File: config.mk
export PLATFORM = sky130hd
export DESIGN_NAME = fetch_queue
export DESIGN_NICKNAME = d
export VERILOG_FILES = /design/src/rtl/cpu_pkg.sv /design/src/rtl/fetch_fifo.sv /design/src/rtl/fetch_queue.sv
export SDC_FILE = /design/constraint.sdc
export NUM_CORES = 1
export LEC_CHECK = 0
export CORE_ASPECT_RATIO = 0.7
export CORE_MARGIN = 10
export CORE_UTILIZATION = 50
export DETAILED_ROUTE_END_ITERATION = 7
export GPL_ROUTABILITY_DRIVEN = 1
export MAX_ROUTING_LAYER = met4
export PLACE_DENSITY = 0.76
export SYNTH_ARGS = -nofsm -noshare
export SYNTH_HDL_FRONTEND = slang
export SYNTH_SLANG_ARGS = --single-unit
File: constraint.sdc
create_clock -name clk -period 3.6 [get_ports clk]
set_clock_uncertainty 0.05 [all_clocks]
set_input_delay 0.72 -clock clk [delete_from_list [all_inputs] [get_ports clk]]
set_output_delay 0.72 -clock clk [all_outputs]
set_load 0.01 [all_outputs]
File: src/rtl/cpu_pkg.sv
// Shared CPU-wide constants and the fetch queue entry layout.
package cpu_pkg;
    localparam int          XLEN         = 32;
    localparam logic [31:0] NOP_INST     = 32'h0000_0013;
    localparam logic [31:0] RESET_PC_DEF = 32'h0000_0000;

    typedef struct packed {
        logic [XLEN-1:0] inst;
        logic [XLEN-1:0] pc;
    } fetch_entry_t;
endpackage

File: src/rtl/fetch_fifo.sv
// Synchronous FIFO of fetched {inst, pc} entries with single-cycle flush.
module fetch_fifo
    import cpu_pkg::*;
#(
    parameter int DEPTH = 4,
    parameter int PW    = $clog2(DEPTH),
    parameter int CW    = $clog2(DEPTH + 1)
) (
    input  logic          clk,
    input  logic          rst,
    input  logic          flush,
    input  logic          push,
    input  fetch_entry_t  push_data,
    input  logic          pop,
    output fetch_entry_t  head,
    output logic [CW-1:0] count
);
    fetch_entry_t mem [DEPTH];
    logic [PW-1:0] rd_ptr;
    logic [PW-1:0] wr_ptr;
    logic          pop_ok;

    // pop on an empty queue is ignored so callers need not gate it
    assign pop_ok = pop && (count != '0);
    assign head   = mem[rd_ptr];

    always_ff @(posedge clk or posedge rst) begin
        if (rst) begin
            rd_ptr <= '0;
            wr_ptr <= '0;
            count  <= '0;
        end else if (flush) begin
            rd_ptr <= '0;
            wr_ptr <= '0;
            count  <= '0;
        end else begin
            if (push)   wr_ptr <= wr_ptr + PW'(1);
            if (pop_ok) rd_ptr <= rd_ptr + PW'(1);
            count <= count + CW'(push) - CW'(pop_ok);
        end
    end

    always_ff @(posedge clk) begin
        if (push && !flush) mem[wr_ptr] <= push_data;
    end
endmodule

File: src/rtl/fetch_queue.sv
// Fetch front end: owns the fetch PC, issues one RAM read per credit and buffers words for ID.
module fetch_queue
    import cpu_pkg::*;
#(
    parameter int          DEPTH    = 4,
    parameter logic [31:0] RESET_PC = RESET_PC_DEF,
    parameter logic [31:0] NOP      = NOP_INST
) (
    input  logic            clk,
    input  logic            rst,
    input  logic            jump,
    input  logic [XLEN-1:0] jump_addr,
    output logic            imem_req,
    output logic [XLEN-1:0] imem_addr,
    input  logic [XLEN-1:0] imem_rdata,
    output logic            out_valid,
    input  logic            out_ready,
    output logic [XLEN-1:0] out_inst,
    output logic [XLEN-1:0] out_pc
);
    localparam int CW = $clog2(DEPTH + 1);

    logic [XLEN-1:0] fetch_pc;
    logic [XLEN-1:0] inflight_pc;
    logic            inflight;
    logic            pop;
    logic [CW:0]     committed;
    logic [CW-1:0]   count;
    fetch_entry_t    head;
    fetch_entry_t    push_data;

    assign pop = out_valid && out_ready;

    // slots already promised: buffered + in flight, minus the one leaving this edge
    assign committed = {1'b0, count} + (CW+1)'(inflight) - (CW+1)'(pop);
    assign imem_req  = !rst && !jump && (committed < (CW+1)'(DEPTH));
    assign imem_addr = fetch_pc;

    always_ff @(posedge clk or posedge rst) begin
        if (rst) begin
            fetch_pc    <= RESET_PC;
            inflight    <= 1'b0;
            inflight_pc <= '0;
        end else if (jump) begin
            fetch_pc <= jump_addr & ~32'h3;
            inflight <= 1'b0;
        end else begin
            inflight <= imem_req;
            if (imem_req) begin
                inflight_pc <= fetch_pc;
                fetch_pc    <= fetch_pc + 32'd4;
            end
        end
    end

    assign push_data = '{inst: imem_rdata, pc: inflight_pc};

    fetch_fifo #(.DEPTH(DEPTH)) u_fifo (
        .clk       (clk),
        .rst       (rst),
        .flush     (jump),
        .push      (inflight && !jump),
        .push_data (push_data),
        .pop       (pop && !jump),
        .head      (head),
        .count     (count)
    );

    assign out_valid = (count != '0);
    assign out_inst  = out_valid ? head.inst : NOP;
    assign out_pc    = out_valid ? head.pc   : '0;
endmodule

==> run metrics <==
Initial Utilization=0.507; Setup-failing EPs final=1; dpl ws=-0.576 ns; commonest cells after routing, fill and taps aside=edfxtp_1, clkdlybuf4s50_1, dfrtp_1; R2R Setup Slk=between 0.4 and 0.5 ns; Distinct cells, synth=65; Hold Vio Cnt, Final=0; Reg2Reg Depth=13; worst path buffer plus inverter count=4; startpoint types=flip-flop; vias per cell=5.63; DRC=0; most common cell after layout, fill and taps aside=edfxtp_1; IO buf count=159; Worst-Skew Late Latency=0.55 ns; standard-cell rows=49; RSZ-0062 raised after global routing=true; sequential element share of the synthesized area=0.704; final-layout fill cell count=approximately 1.8k; n_diodes=0; Final period util=1.01; RR Startpoint=u_fifo.count[2]$_DFF_PP0_; worst hold stages=0; synthesis-to-layout area growth=26.3%; WP data required=2.83 ns; number of global-route vias before repair=7708; Crit-path slowest cell=or4_4; Synth Register Bits=316; max incr delay on CP=0.50 ns; Final Util=0.640; clk slew on worst S/H paths=0.06 ns; WL/cell=around 22 microns; largest net degree at the start of global routing=62; Critical Path AT=2.88 ns; synthesized area per cell=roughly 18 sq um; crit-path cells=nor3_2 -> inv_2 -> and2_4 -> ha_4 -> inv_2 -> ha_4 -> and3b_1 -> or4_4 -> a21oi_4 -> nand2_4 -> inv_2 -> buf_6; post-layout min period=3.65 ns; antenna violations before repair=0; r2r endpoint=inflight_pc[26]$_DFFE_PP0P_; setup ws final=-0.0514 ns; Final ANT Viol Nets=0; Cell Pwr Density=709 nW/um^2; hold-fix buffers at CTS=0; top_reg_cell synth=edfxtp_1; Layout Nets=between 1k and 1.5k; Die Wd=213 microns; H-tree depth=1; Hold Path End=u_fifo.mem[3][5]$_DFFE_PP_; CP Max Fanout=2; worst slew pin tran=0.599 ns; I/O pin total=166; dpl hpwl=19000 microns; min-delay worst type=flip-flop to flip-flop; grt ovf=0; setup TNS=-0.0514 ns; Slew headroom=0.601; final wirelength=29100 microns; status=complete, but fails checks; routability cong.=roughly 0.84; maxcap violations=0; Max Freq=between 200 and 300 MHz; Chip Height=155 microns; CTS tree=done; initial DRC count=487; Detailed Routing Iterations Pass 1=5; Crit Path Category=flip-flop to output pin; maximum vdd drop=between 0.3 and 0.4 mV; die area=32900 sq um; routed vias=about 7.3k; CP delay by family, top=simple AND/OR/NAND/NOR gates; core area=roughly 26000 sq um; clk sink count=roughly 320; Post-synth EDFFs=between 200 and 250; CTS max path bufs=3; All-Layer GR Usage=0.182; Root Buffer Master=clkbuf_16; cts bufs inserted=30; most used cell, CP=inv_2; Mapped Cells=about 740; Crit. End Element=output pin; share of cells above drive strength 1=0.222; first-pass GRT wire length=45600 microns; synthesized area=13000 sq um; Min-Delay Startpoint=inflight_pc[5]$_DFFE_PP0P_; Slew Viols, Final=0; leakage=around 5.6 nW; Ys Warns=0; fraction of registers with async set/reset=0.215; violated checks=setup timing
[metal layers]
layer  share of wire  vias to the layer above  GRT usage
met5               0                        -          -
met4           0.016                        0     0.0353
met3           0.068                       43     0.0357
met2            0.46                      248      0.276
met1            0.45                     3721      0.253
li1                -                     3268          -
[area by class of cell]
class | count | area, sq um | area share
Clock buffer | 39 | 847 | 0.0516
Clock inverter | 17 | 218 | 0.0133
Inverter | 16 | 62.6 | 0.00381
Multi-Input combinational cell | 368 | 3650 | 0.222
Sequential cell | 316 | 9150 | 0.558
Tap cell | 331 | 414 | 0.0252
Timing Repair Buffer | 205 | 2070 | 0.126
[kinds of logic after synthesis]
| group | count (synthesis) | share of synthesized area |
|---|---|---|
| compound gates | 56 | 0.0298 |
| xor+xnor | 21 | 0.0142 |
| fa+ha+maj | 11 | 0.0112 |
| buf+inv | 55 | 0.0191 |
| flops | 316 | 0.704 |
| mux | 99 | 0.142 |
| other cells | 1 | 0.000289 |
| simple gates | 177 | 0.0795 |
[flip-flops by register name, summed over array words and instances (netlist names)]
name           cells
inflight_pc       30
u_fifo.rd_ptr      2
u_fifo.count       3
u_fifo.mem       248
imem_addr         30
u_fifo.wr_ptr      2
inflight           1
[report_power, final]
group	total (mW)	leakage, nW	switching (mW)	internal (mW)
logic	3.37	2.04	1.49	1.88
registers	4.93	3.05	0.420	4.51
clock network	3.33	0.524	1.32	2.02
[synthesized netlist by cell type, types with 3 or more instances]
master	count	area [sq um]
or4_1	5	37.5
mux2_1	7	78.8
nor2b_1	7	43.8
clkbuf_1	23	86.3
and3_1	3	18.8
buf_1	3	11.3
nand2_1	22	82.6
nor4_1	4	25.0
edfxtp_1	248	7450
inv_1	14	52.6
o31ai_1	3	22.5
or2_2	4	25.0
xnor2_1	14	123
buf_4	4	30.0
o21ai_0	21	105
mux2_2	21	236
or3_1	3	18.8
nor3_1	8	40.0
xor2_1	7	61.3
nand3_1	13	65.1
buf_2	7	35.0
nor2_1	21	78.8
nand4_1	7	43.8
mux2_4	8	120
a31oi_1	6	37.5
o211ai_1	3	22.5
dfrtp_1	68	1700
o2111ai_1	4	35.0
and2_1	64	400
a21oi_1	3	15.0
mux4_2	62	1400
ha_1	10	125
[stage by stage]
stage                     area (sq um)  hold slack, ns  total power, mW  std cells
after floorplan                  13000           0.419             6.64        739
after global placement           15200           0.447             8.21       1228
after detailed placement         15200           0.455             8.29       1228
after CTS                        16400           0.467             11.7       1289
after global routing             16400           0.501             12.2       1292
final                            16400           0.468             11.6       1292
[worst max path at each step]
stage	depth (start not counted)	slack, ns	to	from
2_1_floorplan	12	0.004	imem_req	u_fifo.count[2]$_DFF_PP0_
3_3_place_gp	11	-0.53	imem_req	out_ready
3_5_place_dp	11	-0.58	imem_req	out_ready
4_1_cts	12	-0.1	imem_req	u_fifo.count[1]$_DFF_PP0_
5_1_grt	12	-0.17	imem_req	u_fifo.count[2]$_DFF_PP0_
6_report	12	-0.05	imem_req	u_fifo.count[2]$_DFF_PP0_
[timing repair]
item | in CTS | in global routing
pin swaps | 6 | 5
setup buffers | 5 | 2
cloned | 0 | 1
setup endpoints to repair | 1 | 28
resized for setup | 12 | 2
Note: power is estimated with default switching activity, not from simulation.
==> patch 1: new RTL, config.mk and constraints unchanged <==
`DEPTH` is set to 4 in 2 places; all go to 2.
--- a/src/rtl/fetch_fifo.sv
+++ b/src/rtl/fetch_fifo.sv
@@ -4,3 +4,3 @@
 #(
-    parameter int DEPTH = 4,
+    parameter int DEPTH = 2,
     parameter int PW    = $clog2(DEPTH),
--- a/src/rtl/fetch_queue.sv
+++ b/src/rtl/fetch_queue.sv
@@ -4,3 +4,3 @@
 #(
-    parameter int          DEPTH    = 4,
+    parameter int          DEPTH    = 2,
     parameter logic [31:0] RESET_PC = RESET_PC_DEF,
Check against the original RTL: not equivalent (Yosys sat finds a counterexample within 4 cycles, from zero or initial values and one cycle with rst high).
==> patch 1 against the original RTL <==
Global-route usage increased by 0.72 points; cell area decreased by 36%; setup slack gained 160 ps; power is 43% lower; sequential power down 38%; first-iteration DRC count down 7.0%; synthesized area fell by 39%; wire length down 33%; sequential cell count shrank 127; worst hold slack lost 47 ps; largest cell class unchanged; largest power group unchanged; highest routed layer unchanged.
==> patch 1: results (changes against the original RTL) <==
- Placed instance count: 991 (-19%)
- Max reg flops: 124 (-50%)
- Post-synthesis compound-gate area fraction: 5.376% (+2.4 points)
- Adder-cell share of the synthesized area: 0.8855% (-0.23 points)
- Post-DP Area: 0.009864 mm2 (-35%)
- Worst IR Drop VDD: 0.0002790 V (-29%)
- Port buffer count: 159 (unchanged)
- Post-synth EDFFs: 124 (-50%)
- Worst hold margin: 421.0 ps (-46.85 ps)
- H-tree depth: 4 (+3)
- Met1 Usage GRT: 25.84% (+0.50 points)
- Clock Latency Late Sink: 430 ps (-120 ps)
- Fraction of registers with async set/reset: 34.39% (+13 points)
- Slew @ Worst Pin: 815.3 ps (+216.1 ps)
- Pre-CTS setup slack: -619.6 ps (-43.94 ps)
- Root Buffer: clkbuf_16
- Fmax: 286.3 MHz (+4.5%)
- Reg2reg path depth: 15 (+2)
- Met3 global-route usage: 6.067% (+2.5 points)
- Via count: 5621 (-23%)
- Hold Path Class: register to register
- Number of global-route vias before repair: 5682 (-26%)
- Cts bufs inserted: 17 (-43%)
- Register-to-register setup slack: 270 ps (-160 ps)
- First-pass GRT wire length: 30.77 mm (-32%)
- Seq/Total Area, Yosys: 67.62% (-2.8 points)
- Met2 GRT Util: 26.90% (-0.67 points)
- Int Power: 4605 uW (-45%)
- DP HPWL: 13.17 mm (-31%)
- Drt initial violations: 453 (-7.0%)
- GRT Total Usage: 18.90% (+0.72 points)
- Avg Inst Size Synth: 12.44 um2 (-30%)
- Bufs on Longest Clock Path: 2 (-1)
- Ranking of synthesized cells by area: edfxtp_1 47%, dfrtp_1 21%, mux2i_1 8.0%, nand2_1 6.2%, nor2_1 3.4%
- Distinct cell type count of the synthesized netlist: 50 (-23%)
- Multiplexer share of the synthesized area: 7.970% (-6.2 points)
- Largest reg by FF count: u_fifo.mem
- Reg-to-Reg Start: u_fifo.count[0]$_DFF_PP0_
- Met1 WL: 9.048 mm (-31%)
- Share of cells above drive strength 1: 10.33% (-12 points)
- Final nets: 883 (-13%)
- Hold EP: u_fifo.mem[0][24]$_DFFE_PP_
- Critical Path AT: 2720 ps (-160 ps)
- Post-CTS Setup Repair Bufs: 0 (-5)
- Post-synthesis xor/xnor area fraction: 0.6641% (-0.75 points)
- R2R Path End: imem_addr[29]$_DFFE_PP0P_
- DR WL met2: 8.754 mm (-35%)
- Largest stage delay, worst path: 550 ps (+50 ps)
- Synth top cells by count: 130 x nand2_1, 124 x edfxtp_1, 71 x nor2_1
- Status: finished clean
- P_leak: 0.003969 uW (-29%)
- Met3 wire length: 1.650 mm (-16%)
- Routed wire length: 19.57 mm (-33%)
- GPL Wtd Cong: 0.8927 (+6.3%)
- Post-route insts no fill: 1023 (-21%)
- Slowest-stage cell, CP: or4b_4
- Hold Crit Start: inflight_pc[24]$_DFFE_PP0P_
-- patch 1: changes by cell type in the layout (fill, tap and decap cells not counted), moves of 11 or more --
cell       change
and2_1        -58
nand2_1      +107
edfxtp_1     -124
clkbuf_16     -16
mux2i_1       +62
xnor2_1       -11
nor2_1        +48
mux4_2        -62
mux2_2        -21
-- patch 1: cell type report --
class	instances	area (um2)
clock buffer	19	442.9
clock inverter	13	116.4
timing repair buffer	192	1872
tap	200	250.2
sequential	189	5355
fill	1081	5040
multi-input combinational	398	2366
inverter	12	57.56
-- patch 1: power groups by stage --
stage	Combinational (uW)	Sequential [uW]	Clock, uW
CTS	1760	3070	1810
global placement	1700	3070	0
finish	1760	3070	1770
floorplan	919	3030	0
detailed placement	1750	3100	0
global route	1930	3110	1910
-- patch 1: what timing repair did --
item | in CTS | in global routing
pin swaps | 0 | 4
resized for setup | 7 | 7
setup endpoints to repair | 15 | 11
==> patch 2: new RTL, same settings <==
Without the edit above. Reset style: synchronous (`rst`), changed in 2 clocked blocks.
--- a/src/rtl/fetch_fifo.sv
+++ b/src/rtl/fetch_fifo.sv
@@ -26,3 +26,3 @@
 
-    always_ff @(posedge clk or posedge rst) begin
+    always_ff @(posedge clk) begin
         if (rst) begin
--- a/src/rtl/fetch_queue.sv
+++ b/src/rtl/fetch_queue.sv
@@ -38,3 +38,3 @@
 
-    always_ff @(posedge clk or posedge rst) begin
+    always_ff @(posedge clk) begin
         if (rst) begin
Check against the original RTL: differs if rst is asserted again (counterexample within 4 cycles, from zero or initial values and one cycle with rst high); with rst held inactive, the same outputs for 4 cycles.
==> patch 2 against the original RTL <==
Worst hold slack worse by 6.0 ps; wire length decreased by 2.7%; cell area is 3.1% lower; setup slack gained 110 ps; sequential cell count grew 2; synthesized area down 0.19%.
Power is not compared: it rests on default switching activity, and its combinational part moved more than twofold at a synthesized area within 25%.
==> patch 2: results (changes against the original RTL) <==
- Multiplexer share of the synthesized area: 13.40% (-0.77 points)
- Avg WL per Cell: 21.31 um (-5.2%)
- Hold Crit Start: inflight_pc[18]$_SDFFE_PP0P_
- Status: finished clean
- Routed wire length: 28.28 mm (-2.7%)
- Met1 WL: 12.88 mm (-2.2%)
- R2R Path End: imem_addr[13]$_SDFFE_PP0P_
- Post-DP Area: 0.01506 mm2 (-1.1%)
- Distinct cell type count of the synthesized netlist: 55 (-15%)
- GRT Total Usage: 17.62% (-0.55 points)
- Adder-cell share of the synthesized area: 1.119% (+0.0022 points)
- Met2 GRT Util: 27.77% (+0.20 points)
- GPL Wtd Cong: 0.8497 (+1.2%)
- Reg-to-Reg Start: u_fifo.count[2]$_SDFF_PP0_
- Cts bufs inserted: 29 (-3.3%)
- Final Cell Area: 0.01591 mm2 (-3.1%)
- Met3 global-route usage: 3.170% (-0.40 points)
- Number of global-route vias before repair: 7614 (-1.2%)
- Final nets: 1053 (+3.6%)
- DP HPWL: 18.22 mm (-3.9%)
- Synth top cells by count: 248 x edfxtp_1, 70 x dfxtp_1, 65 x nor2b_1
- Met3 wire length: 1.562 mm (-21%)
- Hold EP: u_fifo.mem[1][18]$_DFFE_PP_
- Worst hold margin: 461.9 ps (-5.952 ps)
- Ranking of synthesized cells by area: edfxtp_1 57%, dfxtp_1 11%, mux4_2 11%, nor2b_1 3.1%, mux2i_1 2.5%
- Reg2reg path depth: 12 (-1)
- Register-to-register setup slack: 590 ps (+160 ps)
- Fraction of registers with async set/reset: 0% (-22 points)
- Avg Inst Size Synth: 16.03 um2 (-9.2%)
- First-pass GRT wire length: 44.56 mm (-2.2%)
- Drt via density: 5.561 (-1.3%)
- Placed instance count: 1274 (+3.7%)
- Pre-CTS setup slack: -209.8 ps (+365.9 ps)
- Post-synthesis compound-gate area fraction: 4.845% (+1.9 points)
- Seq/Total Area, Yosys: 68.25% (-2.2 points)
- Pin count of the biggest net entering global routing: 65 (+4.8%)
- Fill cell count: 1904 (+6.2%)
- Crit path launch: out_ready
- DR WL met2: 13.55 mm (+0.67%)
- Post-CTS Setup Repair Bufs: 0 (-5)
==> patch 2: timing repair <==
item,4_1_cts,5_1_grt
pin swaps,1,1
hold buffers,0,0
resized for setup,1,0
endpoints found under the setup margin,1,1
==> patch 2: cell type report <==
type / count / area (um2) / share of cell area, %
clock inverter: 18 / 97.59 / 0.6136
timing repair buffer: 183 / 1861 / 11.70
inverter: 37 / 138.9 / 0.8732
multi-input combinational: 405 / 3790 / 23.83
tap: 331 / 414.1 / 2.604
clock buffer: 35 / 748.2 / 4.704
sequential: 318 / 8856 / 55.68
==> patch 2: power breakdown <==
part	internal, uW	switching (uW)
sequential	4010	70.6
clock	1480	1280
combinational	232	206
==> patch 2: logic make-up (layout without fill, tap and decap cells) <==
group | after synthesis | after routing
flip-flops | 318 | 318
XOR/XNOR | 25 | 25
AO/OA/AOI/OAI | 86 | 86
adder cells (fa/ha/maj) | 11 | 11
buffers and inverters | 89 | 273
other | 1 | 4
AND/OR/NAND/NOR | 183 | 183
multiplexers | 96 | 96
